**src/rtl/countdown_timer_pkg.sv**
```systemverilog
// Shared definitions for the countdown timer: state encoding, digit width,
// seven-segment patterns and small per-digit helpers.
package countdown_timer_pkg;

    localparam int DIGIT_W         = 4;
    localparam int NUM_DIGITS      = 6;
    localparam int DEFAULT_CLK_DIV = 500000;   // 50 MHz down to 100 Hz

    typedef enum logic [1:0] {
        IDLE    = 2'd0,
        RUNNING = 2'd1,
        PAUSED  = 2'd2,
        EXPIRED = 2'd3
    } state_t;

    // Active-low {g,f,e,d,c,b,a}; element n is the glyph for digit n.
    localparam logic [9:0][6:0] SEG_TABLE = {
        7'b0010000,   // 9
        7'b0000000,   // 8
        7'b1111000,   // 7
        7'b0000010,   // 6
        7'b0010010,   // 5
        7'b0011001,   // 4
        7'b0110000,   // 3
        7'b0100100,   // 2
        7'b1111001,   // 1
        7'b1000000    // 0
    };
    localparam logic [6:0] SEG_ZERO  = 7'b1000000;
    localparam logic [6:0] SEG_BLANK = 7'b1111111;

    // Largest legal value of digit position idx (0 = hundredths ... 5 = ten_mins).
    function automatic logic [DIGIT_W-1:0] digit_max(input int idx);
        return (idx == 3) ? 4'd5 : 4'd9;
    endfunction

    function automatic logic [DIGIT_W-1:0] clamp_digit(input logic [DIGIT_W-1:0] d,
                                                       input logic [DIGIT_W-1:0] max_val);
        return (d > max_val) ? max_val : d;
    endfunction

endpackage

```
**src/rtl/countdown_timer_bcd_to_seven_seg.sv**
```systemverilog
// BCD digit to active-low seven-segment decoder; non-decimal codes blank the digit.
module bcd_to_seven_seg
    import countdown_timer_pkg::*;
(
    input  logic [DIGIT_W-1:0] bcd,
    output logic [6:0]         seg
);

    // Table lookup for 0-9, blank otherwise.
    always_comb begin
        seg = SEG_BLANK;
        if (bcd <= 4'd9) begin
            seg = SEG_TABLE[bcd];
        end
    end

endmodule

```
**src/rtl/countdown_timer.sv**
```systemverilog
// MM:SS.th countdown timer: loads a BCD preset, counts down at 100 Hz,
// flags expiry, and drives six active-low seven-segment digits.
module countdown_timer
    import countdown_timer_pkg::*;
#(
    parameter int CLK_DIV = DEFAULT_CLK_DIV
)
(
    input  logic        CLK_50MHz,
    input  logic        reset,
    input  logic        start_stop,
    input  logic        load,
    input  logic        hold,
    input  logic [23:0] preset_bcd,
    output logic [6:0]  ten_mins_seven_seg,
    output logic [6:0]  one_min_seven_seg,
    output logic [6:0]  ten_secs_seven_seg,
    output logic [6:0]  one_sec_seven_seg,
    output logic [6:0]  tenths_seven_seg,
    output logic [6:0]  hundredths_seven_seg,
    output logic        CLK_ind,
    output logic        expired_flag
);

    localparam int              DIV_W    = $clog2(CLK_DIV);
    localparam logic [DIV_W-1:0] DIV_LAST = DIV_W'(CLK_DIV - 1);
    localparam logic [DIV_W-1:0] DIV_HALF = DIV_W'(CLK_DIV / 2);
    localparam int              CNT_W    = DIGIT_W * NUM_DIGITS;

    // ---------------- input conditioning ----------------
    logic [2:0] btn_raw;
    logic [2:0] sync1_reg, sync2_reg;
    logic [1:0] prev_reg, fall_reg;
    logic       start_press, load_press, hold_sync;

    assign btn_raw     = {hold, load, start_stop};
    assign start_press = fall_reg[0];
    assign load_press  = fall_reg[1];
    assign hold_sync   = sync2_reg[2];

    // Two-flop synchronisers plus a registered falling-edge detector for the buttons.
    always_ff @(posedge CLK_50MHz or posedge reset) begin
        if (reset) begin
            sync1_reg <= '1;
            sync2_reg <= '1;
            prev_reg  <= '1;
            fall_reg  <= '0;
        end else begin
            sync1_reg <= btn_raw;
            sync2_reg <= sync1_reg;
            prev_reg  <= sync2_reg[1:0];
            fall_reg  <= prev_reg & ~sync2_reg[1:0];
        end
    end

    // ---------------- 100 Hz divider ----------------
    logic [DIV_W-1:0] div_reg, div_next;
    logic             tick;
    logic             clk_ind_reg;

    assign tick     = (div_reg == DIV_LAST);
    assign div_next = tick ? '0 : div_reg + 1'b1;

    // Free-running divider; the indicator tracks the phase the divider is entering.
    always_ff @(posedge CLK_50MHz or posedge reset) begin
        if (reset) begin
            div_reg     <= '0;
            clk_ind_reg <= 1'b0;
        end else begin
            div_reg     <= div_next;
            clk_ind_reg <= (div_next < DIV_HALF);
        end
    end

    // ---------------- count arithmetic ----------------
    logic [CNT_W-1:0]      count_reg, count_next;
    logic [CNT_W-1:0]      dec_count, clamped_preset;
    logic [NUM_DIGITS-1:0] borrow;

    assign borrow[0] = 1'b1;

    generate
        for (genvar gi = 0; gi < NUM_DIGITS; gi++) begin : g_digit
            logic [DIGIT_W-1:0] cur;
            assign cur = count_reg[gi*DIGIT_W +: DIGIT_W];
            // Ripple borrow: a zero digit wraps to its maximum and borrows upward.
            assign dec_count[gi*DIGIT_W +: DIGIT_W] =
                borrow[gi] ? ((cur == '0) ? digit_max(gi) : cur - 1'b1) : cur;
            assign clamped_preset[gi*DIGIT_W +: DIGIT_W] =
                clamp_digit(preset_bcd[gi*DIGIT_W +: DIGIT_W], digit_max(gi));
            if (gi < NUM_DIGITS - 1) begin : g_borrow
                assign borrow[gi+1] = borrow[gi] & (cur == '0);
            end
        end
    endgenerate

    // ---------------- control FSM ----------------
    state_t state_reg, state_next;

    // State and live count registers.
    always_ff @(posedge CLK_50MHz or posedge reset) begin
        if (reset) begin
            state_reg <= IDLE;
            count_reg <= '0;
        end else begin
            state_reg <= state_next;
            count_reg <= count_next;
        end
    end

    // Next state and count; load outranks start wherever load is honoured.
    always_comb begin
        state_next = state_reg;
        count_next = count_reg;
        case (state_reg)
            IDLE: begin
                if (load_press) begin
                    count_next = clamped_preset;
                end else if (start_press && (count_reg != '0)) begin
                    state_next = RUNNING;
                end
            end
            RUNNING: begin
                if (tick) begin
                    count_next = dec_count;
                end
                if (tick && (dec_count == '0)) begin
                    state_next = EXPIRED;
                end else if (start_press) begin
                    state_next = PAUSED;
                end
            end
            PAUSED: begin
                if (load_press) begin
                    count_next = clamped_preset;
                    state_next = IDLE;
                end else if (start_press) begin
                    state_next = RUNNING;
                end
            end
            EXPIRED: begin
                if (load_press) begin
                    count_next = clamped_preset;
                    state_next = IDLE;
                end
            end
            default: state_next = IDLE;
        endcase
    end

    // ---------------- outputs ----------------
    logic [CNT_W-1:0] snap_reg, snap_next;
    logic             expired_next;
    logic             expired_reg;

    // Display snapshot follows the new count unless hold freezes it.
    always_comb begin
        expired_next = (state_reg == EXPIRED);
        snap_next    = hold_sync ? count_next : snap_reg;
    end

    // Registered expiry flag and display snapshot.
    always_ff @(posedge CLK_50MHz or posedge reset) begin
        if (reset) begin
            expired_reg <= 1'b0;
            snap_reg    <= '0;
        end else begin
            expired_reg <= expired_next;
            snap_reg    <= snap_next;
        end
    end

    logic [6:0] seg_dec [NUM_DIGITS];
    logic [6:0] seg_reg [NUM_DIGITS];

    generate
        for (genvar gi = 0; gi < NUM_DIGITS; gi++) begin : g_seg
            bcd_to_seven_seg u_dec (
                .bcd (snap_reg[gi*DIGIT_W +: DIGIT_W]),
                .seg (seg_dec[gi])
            );
            // Register each decoded digit for glitch-free segment drive.
            always_ff @(posedge CLK_50MHz or posedge reset) begin
                if (reset) begin
                    seg_reg[gi] <= SEG_ZERO;
                end else begin
                    seg_reg[gi] <= seg_dec[gi];
                end
            end
        end
    endgenerate

    assign hundredths_seven_seg = seg_reg[0];
    assign tenths_seven_seg     = seg_reg[1];
    assign one_sec_seven_seg    = seg_reg[2];
    assign ten_secs_seven_seg   = seg_reg[3];
    assign one_min_seven_seg    = seg_reg[4];
    assign ten_mins_seven_seg   = seg_reg[5];
    assign CLK_ind              = clk_ind_reg;
    assign expired_flag         = expired_reg;

endmodule

```
**config.mk**
```make
export PLATFORM = sky130hd
export DESIGN_NAME = countdown_timer
export DESIGN_NICKNAME = d
export VERILOG_FILES = /design/src/rtl/countdown_timer_pkg.sv /design/src/rtl/countdown_timer_bcd_to_seven_seg.sv /design/src/rtl/countdown_timer.sv
export SDC_FILE = /design/constraint.sdc
export NUM_CORES = 1
export LEC_CHECK = 0
export CORE_MARGIN = 8
export CORE_UTILIZATION = 31
export CTS_BUF_LIST = sky130_fd_sc_hd__clkbuf_8
export CTS_CLUSTER_SIZE = 25
export DETAILED_ROUTE_END_ITERATION = 7
export PLACE_DENSITY = 0.6
export SKIP_CTS_REPAIR_TIMING = 1
export SYNTH_ARGS = -nofsm -noshare
export SYNTH_HDL_FRONTEND = slang
export SYNTH_HIERARCHICAL = 1
export SYNTH_SLANG_ARGS = --single-unit
export TNS_END_PERCENT = 10
```
**constraint.sdc**
```tcl
create_clock -name CLK_50MHz -period 3.8 [get_ports CLK_50MHz]
set_input_delay 0.57 -clock CLK_50MHz [delete_from_list [all_inputs] [get_ports CLK_50MHz]]
set_output_delay 0.57 -clock CLK_50MHz [all_outputs]
set_load 0.005 [all_outputs]
```
Yosys cells after proc, flatten, opt, wreduce, memory -nomap -nowiden
Memories as Yosys holds them, arrays and structs flattened.
Cells that the tools add are included.
{ "word_totals": {"register_bits": 123, "rom_bits": 672, "wordCells": 117, "n_memories": 6} }
{ "classes": {"addsub": 7, "magnitude_cmp": 19, "eq_ne": 9, "mux": 41, "bitwise_logic": 6, "reduce_logical": 13} }
{ "mem_list": {"columns": ["memory", "words", "word_bits", "read_ports", "rd_clocked_by_memory_dff", "write_ports", "line", "source"], "rows": [
  ["(name not given)", 16, 7, 1, 0, 0, "countdown_timer_bcd_to_seven_seg.sv:13", "seg = SEG_TABLE[bcd];"],
  ["(name not given)", 16, 7, 1, 0, 0, "countdown_timer_bcd_to_seven_seg.sv:13", null],
  ["(name not given)", 16, 7, 1, 0, 0, "countdown_timer_bcd_to_seven_seg.sv:13", null],
  ["(name not given)", 16, 7, 1, 0, 0, "countdown_timer_bcd_to_seven_seg.sv:13", null],
  ["(name not given)", 16, 7, 1, 0, 0, "countdown_timer_bcd_to_seven_seg.sv:13", null],
  ["(name not given)", 16, 7, 1, 0, 0, "countdown_timer_bcd_to_seven_seg.sv:13", null]
]} }
{ "ops": {"columns": ["cell", "n"], "rows": [
  ["two-way mux 7 bit", 12],
  ["two-way mux 4 bit", 17],
  ["two-way mux 24 bit", 2],
  ["one-hot mux 24 bit (2 select lines)", 1],
  ["< comparator 4 x 5 -> 1 bit (second input constant)", 6],
  ["less-or-equal comparator 4 bit (second input constant)", 6],
  ["logical NOT 24 bit", 1],
  ["logical NOT 4 bit", 6],
  ["nonzero test 24 bit", 1],
  ["subtractor 4 x 1 -> 4 bit (second input constant)", 6],
  ["greater-than comparator 4 bit (second input constant)", 5],
  ["adder 19 x 1 -> 19 bit (second input constant)", 1],
  ["== test 19 bit (second input constant)", 1],
  ["< comparator 19 x 18 -> 1 bit (second input constant)", 1],
  ["two-way mux 19 bit", 1],
  ["two-way mux 2 bit", 7],
  ["one-hot mux 2 bit (4 select lines)", 1],
  ["inequality test 2 bit (second input constant)", 3],
  ["inequality test 3 bit (second input constant)", 2],
  ["AND reduction 5 bit", 1],
  ["AND 1 bit", 4],
  ["== test 2 bit (second input constant)", 2],
  ["greater-than comparator 4 x 3 -> 1 bit (second input constant)", 1],
  ["OR reduction 3 bit", 1],
  ["5 further kinds", 6]
]} }

Logic depth before layout (Yosys ltp)
{ "depth": {"depth_word": 10, "ltp_mapped": 8, "ltp_nobuf": 7} }

Modules after synthesis
The synthesis kept the hierarchy.
{ "by_module_without_submodules": {"columns": ["mod", "n_inst", "cells_per_inst", "area_per_inst_um2", "seq_area_each_um2"], "rows": [
  ["countdown_timer", 1, 475, 5287.6, 3095.5],
  ["bcd_to_seven_seg", 6, 30, 206.4, 0.0]
]} }

Worst setup path after synthesis
No wires, ideal clock.
{ "synth_path": {"path_type": "register to register", "from": "reg div_reg[5]", "to": "reg snap_reg[11]", "arrival_time_ns": 2.754, "required_ns": 3.675, "path_slack_ns": 0.921, "path_stages_with_launch": 8, "n_path_buf": 1, "synth_period_minus_slack_ns": 2.879, "path_cell_list": "dfrtp_1 -> buf_6 -> or4b_1 -> or4b_1 -> or4_4 -> or3b_1 -> o211a_1 -> mux2_4"} }
{ "synth_between": {"elab_chain_len": 3} }
{ "synth_rtl": {"columns": ["item", "line", "source"], "rows": [
  ["from (decl)", "countdown_timer.sv:57", "logic [DIV_W-1:0] div_reg, div_next;"],
  ["from (signal assigned)", "countdown_timer.sv:70", "div_reg <= div_next;"],
  ["== test 19 bit", "countdown_timer.sv:61", "assign tick = (div_reg == DIV_LAST);"],
  ["two-way mux 24 bit", "countdown_timer.sv:124", "if (tick) begin"],
  ["one-hot mux 24 bit (2 select lines)", "countdown_timer.sv:115", "case (state_reg)"],
  ["net count_next[11]", "countdown_timer.sv:76", "logic [CNT_W-1:0] count_reg, count_next;"],
  ["to (signal assigned)", "countdown_timer.sv:169", "snap_reg <= snap_next;"],
  ["to (decl)", "countdown_timer.sv:152", "logic [CNT_W-1:0] snap_reg, snap_next;"]
]} }
The timed path passes the listed nets, and every way through them passes these cells.
A chain may end at the register's enable or synchronous reset.

Worst setup path after layout
{ "layout_path": {"from": "reg div_reg[5]", "to": "reg state_reg[0]"} }
{ "layout_between": {"elab_chain_len": 4, "elab_cells_between_ends": 6} }
{ "layout_rtl": {"columns": ["item", "line", "source"], "rows": [
  ["== test 19 bit (*)", "countdown_timer.sv:61", null],
  ["logical AND 1 bit (*)", "countdown_timer.sv:127", "if (tick && (dec_count == '0)) begin"],
  ["inequality test 3 bit (no source line) / two-way mux 2 bit (equally long branches)", null, null],
  ["AND reduction 5 bit (no source line) / one-hot mux 2 bit (4 select lines) (equally long branches)", null, null],
  ["to (signal assigned)", "countdown_timer.sv:106", "state_reg <= state_next;"],
  ["to (decl)", "countdown_timer.sv:98", "state_t state_reg, state_next;"]
]} }
Mark *: on every way between the ends. The rest lies on a longest branch, timed or not.

==> load_flow_metrics.sql <==
INSERT INTO impl_metrics (metric_group, metric, value, unit) VALUES
('global_route', 'first_global_vias', '5028', ''),
('route', 'dr.first_iter.drc_count', '325', ''),
('sta', 'timing_worst_slew_pin_value', '0.650', 'ns'),
('sta', 'rsz0062_at_grt', 'false', ''),
('power', 'static-leakage-power', '3.28', 'nW'),
('finish', 'layout.filler_cells', '2084', ''),
('finish', 'num-nets-final', '780', ''),
('floorplanning', 'io_pins', '73', ''),
('setup_path', 'timing.rr.start', 'div_reg[5]', ''),
('finish', 'layout-area-overhead-vs-synth', '22.7', '%'),
('setup_path', 'timing.critical_path.from', 'div_reg[5]', ''),
('route', 'drt_wl_cell', '15.4', 'um'),
('yosys', 'yosys_warnings', '6', ''),
('global_route', 'global_route_wire_length_before_repair', '26200', 'um'),
('setup_path', 'rrSetupSlack', '0.81', 'ns'),
('finish', 'layout-drive-gt1-share', '12.0', '%'),
('sta', 'timing.fmax', '0.335', 'GHz'),
('yosys', 'yosys.cell_count.top_type', 'dfrtp_1', ''),
('yosys', 'syn-instance-count', '655', ''),
('placement', 'estimated_wirelength_of_the_detail_placed_design', '11200', 'um'),
('setup_path', 'crit_top_cell', 'or4_1', ''),
('yosys', 'netlist_area', '6530', 'um2'),
('yosys', 'synth-seq-cells', '123', ''),
('yosys', 'post_synth_num_cell_types', '65', ''),
('route', 'routed_via_density', '5.02', ''),
('clocking', 'worst_skew_pair.late_latency', '0.45', 'ns'),
('global_route', 'grt_usage', '12.4', '%'),
('yosys', 'ys_seq_area_share', '47.4', '%'),
('sta', 'finalCritPeriodShare', '78.6', '%'),
('yosys', 'synthesis.area_per_instance', '9.96', 'um2'),
('power', 'pwr_density_cell', '735', 'nW/um2'),
('yosys', 'syn-num-nets', '715', ''),
('run_status', 'status', 'finished clean', ''),
('clocking', 'tritoncts', 'built', ''),
('power', 'ir_worst_vdd', '0.000244', 'V'),
('setup_path', 'criticalPathCategory', 'flop to flop', ''),
('finish', 'final-instance-count-excl-fill', '1008', ''),
('yosys', 'synth_edf_count', '0', ''),
('sta', 'setup_viol', '0', ''),
('setup_path', 'worst_setup_path_end_kind', 'flop', ''),
('yosys', 'synth_top_area_share', '41.8', '%'),
('power', 'post-layout-total-power', '0.00589', 'W'),
('setup_path', 'critical_path.cell_chain', 'or4b_1 -> nor4b_1 -> nand2_1 -> buf_4 -> or4_1 -> or4_1 -> a31oi_1', ''),
('clocking', 'cts_buffer_depth', '2', ''),
('yosys', 'ys_dominant_reg_cell', 'dfrtp_1', ''),
('route', 'post-route-drc-count', '0', ''),
('worst_hold_path', 'tightest_hold_check_type', 'flop to flop', ''),
('setup_path', 'timing.rr.end', 'state_reg[0]', ''),
('floorplanning', 'die_area', '26000', 'um2'),
('route', 'vias', '5062', ''),
('clocking', 'cts.sinks', '123', ''),
('setup_path', 'critical-path-slowest-cell', 'or4b_1', ''),
('setup_path', 'worst_setup_path_endpoint', 'state_reg[0]', ''),
('finish', 'antenna_cells', '0', ''),
('clocking', 'cts.htree.levels', '4', ''),
('floorplanning', 'design.core.area', '20800', 'um2'),
('setup_path', 'cp_max_fo', '14', ''),
('placement', 'dp_cells', '976', ''),
('placement', 'buffer_ports.inserted', '72', ''),
('yosys', 'netlist_top_cells_area', 'dfrtp_1, ha_1, dfstp_2, nor2_1, mux2_2', ''),
('yosys', 'post_synth_most_frequent_cells', 'dfrtp_1, nor2_1, nand2_1', ''),
('floorplanning', 'start_util', '31.3', '%'),
('sta', 'relSlewSlack', '56.7', '%'),
('sta', 'worst_hold_slack', '0.357', 'ns'),
('sta', 'final_period_minus_worst_setup_slack', '2.99', 'ns'),
('clocking', 'cts_buffers', '17', ''),
('yosys', 'synth_area_leader_cell', 'dfrtp_1', ''),
('route', 'route.final.wire_length', '15500', 'um'),
('sta', 'setup-tns-final', '0', 'ns'),
('run', 'drv.max_cap_violation_count', '0', ''),
('setup_path', 'cpPeakStageDelay', '0.57', 'ns');
[cell type report]
type	count	area [um2]	share of cell area, %
multi-input cells	463	3110	38.8
flip-flops and latches	123	3100	38.6
repair buffers	85	843	10.5
well taps	275	344	4.30
clock inverters	15	270	3.37
clock buffers	17	234	2.92
inverters	30	116	1.45
[routing by layer]
metal  vias up  track usage, %  wire length [um]  part of all wire [%]
met1      2460            16.1              7270                    47
met5         -               0                 0                     0
met2       113            19.3              7240                    47
met3        15            3.74               848                   5.5
li1       2474               -                 -                     -
met4         0            3.96               161                   1.0
[cells by family after synthesis]
| logic type | count (synthesis) | synth area share [%] |
|---|---|---|
| and+or+nand+nor | 223 | 17.2 |
| buffers and inverters | 69 | 4.97 |
| AOI/OAI and AO/OA | 150 | 15.5 |
| xor gates and xnor gates | 26 | 3.49 |
| adders and majority gates | 31 | 5.94 |
| DFF | 123 | 47.4 |
| muxes | 33 | 5.54 |
[report_power, final]
part,switching (W),internal (W)
clock,0.000560,0.000915
sequential,0.000509,0.00180
combinational,0.000983,0.00113
[worst min path at each step]
stage               depth (start not counted)      endpoint          from  slack, ns
floorplan                                   0  sync2_reg[0]  sync1_reg[0]       0.35
finish                                      0  sync2_reg[2]  sync1_reg[2]       0.36
detailed placement                          0  sync2_reg[1]  sync1_reg[1]       0.35
global placement                            0  sync2_reg[1]  sync1_reg[1]       0.35
CTS                                         0  sync2_reg[1]  sync1_reg[1]       0.36
global route                                0  sync2_reg[2]  sync1_reg[2]       0.36
[per-stage QoR]
| stage | setup slack [ns] | utilization (%) | instance area, um2 |
|---|---|---|---|
| 2_1_floorplan | 0.921 | - | 6530 |
| 3_3_place_gp | 0.850 | 36.0 | 7510 |
| 3_5_place_dp | 0.824 | 36.0 | 7510 |
| 4_1_cts | 0.826 | 38.5 | 8010 |
| 5_1_grt | 0.616 | 38.5 | 8010 |
| 6_report | 0.812 | 38.5 | 8010 |
[worst max-delay path, delay by kind of cell, from the launching register on]
family / cells / cell delay (ns)
AOI/OAI and AO/OA: 1 / 0.18
buffers and inverters: 1 / 0.19
DFF: 1 / 0.46
and+or+nand+nor: 5 / 2.10
[cell usage in the layout (no fill, tap or decap), types with 5 or more instances in the layout]
cell	count
dfrtp_1	109
nor2_1	74
clkdlybuf4s50_1	72
nand2_1	42
a21oi_1	37
ha_1	31
inv_1	30
o21ai_0	27
nand3_1	21
mux2_2	21
clkbuf_8	17
nor3_1	14
xnor2_1	14
dfstp_2	14
nand4_1	13
a31oi_1	12
xor2_1	12
mux2i_1	11
buf_4	11
or4_1	9
o21ai_1	9
bufinv_16	7
nor4_1	6
a211oi_1	6
o21bai_1	6
a22oi_2	6
or2b_1	6
o22a_1	6
a2bb2oi_1	6
nor2b_1	5
or3_1	5
(Power assumes the default switching activity.)
==> variant: new RTL, same settings <==
Reset style: synchronous (`reset`), changed in 5 clocked blocks.
--- a/src/rtl/countdown_timer.sv
+++ b/src/rtl/countdown_timer.sv
@@ -39,7 +39,7 @@
     assign hold_sync   = sync2_reg[2];
 
     // Two-flop synchronisers plus a registered falling-edge detector for the buttons.
-    always_ff @(posedge CLK_50MHz or posedge reset) begin
+    always_ff @(posedge CLK_50MHz) begin
         if (reset) begin
             sync1_reg <= '1;
             sync2_reg <= '1;
@@ -62,7 +62,7 @@
     assign div_next = tick ? '0 : div_reg + 1'b1;
 
     // Free-running divider; the indicator tracks the phase the divider is entering.
-    always_ff @(posedge CLK_50MHz or posedge reset) begin
+    always_ff @(posedge CLK_50MHz) begin
         if (reset) begin
             div_reg     <= '0;
             clk_ind_reg <= 1'b0;
@@ -98,7 +98,7 @@
     state_t state_reg, state_next;
 
     // State and live count registers.
-    always_ff @(posedge CLK_50MHz or posedge reset) begin
+    always_ff @(posedge CLK_50MHz) begin
         if (reset) begin
             state_reg <= IDLE;
             count_reg <= '0;
@@ -160,7 +160,7 @@
     end
 
     // Registered expiry flag and display snapshot.
-    always_ff @(posedge CLK_50MHz or posedge reset) begin
+    always_ff @(posedge CLK_50MHz) begin
         if (reset) begin
             expired_reg <= 1'b0;
             snap_reg    <= '0;
@@ -180,7 +180,7 @@
                 .seg (seg_dec[gi])
             );
             // Register each decoded digit for glitch-free segment drive.
-            always_ff @(posedge CLK_50MHz or posedge reset) begin
+            always_ff @(posedge CLK_50MHz) begin
                 if (reset) begin
                     seg_reg[gi] <= SEG_ZERO;
                 end else begin
Check against the original RTL: differs if reset is asserted again (counterexample within 4 cycles, from zero or initial values and one cycle with reset high); with reset held inactive, the same outputs for 4 cycles.
==> variant against the unedited design <==
  * Worst setup slack improved by 0.33 ns
  * Design area fell by 2.9%
  * Sequential share of layout area fell by 7.0 points
  * Routed wire length rose by 4.0%
  * Clock skew fell by 0.0020 ns
  * Synthesized cell count rose by 17%
  * First-iteration DRC count rose by 2.2%
  * Sequential cell count did not move
  * Area after synthesis barely moved
  * Die area barely moved
  * Critical path type unchanged
  * Critical endpoint is now snap_reg[20]
Power is not compared: it rests on default switching activity, and its combinational part moved more than twofold at a synthesized area within 25%.
==> variant: results <==
group,metric,value,unit
final_layout,clockBufferCount,19,
final_layout,multi_input_combinational_cell_area,0.00370,sq mm
final_layout,fin_nets,879,
final_layout,final-nonclk-buf-share,0.0972,
final_layout,area.share.sequential,0.317,
power,power_report.internal_total,2.13,mW
route,vias,5483,
timing,relSlewSlack,0.316,
final_layout,drive_above_1_share,0.103,
global_route,grtUsageMet3,0.0369,
yosys,synth.net_count,829,
clocking,clock_sinks,123,
route,post_drt_wl_per_cell,14.6,um
final_layout,multi_input_comb_cells,571,
yosys,synth.yosys.warnings,6,
final_layout,largest_register_ffs,42,
clocking,h-tree-depth,4,
final_layout,nonClockInverterCount,29,
clocking,clock_path_buffers,2,
global_route,globalRouteMet1Util,0.144,
route,drt_pass1_iterations,5,
global_route,globalRouteTotalUtil,0.125,
yosys,synthesis.instances,769,
route,final_antenna_net_count,0,
final_layout,clock_tree_area_fraction,0.0520,
run_status,run_status,"completed",
global_route,grt_pass1_vias,5207,
route,drt-initial-drc-count,332,
placed_design,placed_cells,1075,
yosys,part_of_the_yosys_area_used_for_sequential_elements,0.377,
placed_design,gpl.final_weighted_congestion,0.831,
critical_path,maximum_fanout_along_the_worst_path,17,
route,route.final.wire_length,16.1,mm
yosys,postSynth.asyncResetShare,0,
yosys,synthTopCellsByArea,"dfxtp_1 (38%), nor2_1 (6.3%), ha_1 (5.9%)",
placed_design,port_buffers,72,
timing,worst_clock_skew,0.0127,ns
critical_path,critical_path_arrival,3.00,ns
global_route,grt_pass1_wl,26.5,mm
final_layout,nFillCells,2141,
final_layout,non_clock_buffer_count,77,
placed_design,dp_hpwl,11.3,mm
global_route,maximum_number_of_pins_on_one_net_before_global_route_repair,102,
clocking,clk_pin_slew,0.08,ns
yosys,synth_cell_types,78,
yosys,synth_commonest_cells,"dfxtp_1 (123), nor2_1 (109), nand2_1 (59)",
power,p_leak,2.85,nW
clocking,cts_bufs_inserted,17,
global_route,grt_util_met2,0.215,
-- variant: changes by cell type after synthesis, moves of 17 or more --
cell | unedited run | this run
dfxtp_1 | 0 | 123
dfrtp_1 | 109 | 0
nor2_1 | 74 | 109
nor2b_1 | 5 | 39
mux2_2 | 21 | 3
nand2_1 | 42 | 59
-- variant: critical path, cell delays in order, from the launching register on --
cell and delay [ns]:
dfxtp_1 0.42, ha_1 0.23, and3_2 0.36, nand4_4 0.19
nor3_4 0.58, and3_1 0.30, mux2_2 0.35, o32ai_1 0.13
-- variant: logic make-up after synthesis --
group,count (synthesis),share of synthesized area
simple gates,336,0.280
compound gates,171,0.181
flops,123,0.377
buf+inv,75,0.0550
fa+ha+maj,31,0.0595
xor+xnor,21,0.0282
mux,12,0.0190
-- variant: power by group through the flow --
stage,logic (mW),clock network (mW),registers [mW]
final,0.383,1.18,1.38
after global routing,0.420,1.28,1.39
after CTS,0.384,1.22,1.38
after detailed placement,0.382,0,1.41
after global placement,0.382,0,1.41
after floorplan,0.266,0,1.39
-- variant: path summary, 6_finish.rpt --
path	start	to	slack, ns	cells after the start
max	div_reg[0]	snap_reg[20]	1.14	7
max reg2reg	div_reg[0]	snap_reg[20]	1.14	7
min	prev_reg[1]	fall_reg[1]	0.40	2
min reg2reg	prev_reg[1]	fall_reg[1]	0.40	2
-- variant: stage by stage --
stage / setup slack (ns) / cell area [sq um] / utilization
6_report: 1.14 / 7780 / 0.374
5_1_grt: 0.941 / 7780 / 0.374
4_1_cts: 1.16 / 7780 / 0.374
3_5_place_dp: 1.18 / 7370 / 0.354
3_3_place_gp: 1.29 / 7370 / 0.354
2_1_floorplan: 1.71 / 6520 / -
-- variant: layer usage --
metal	vias up	wire, um
li1	2788	-
met2	143	7850
met4	0	246
met5	-	0
met1	2531	7170
met3	21	872
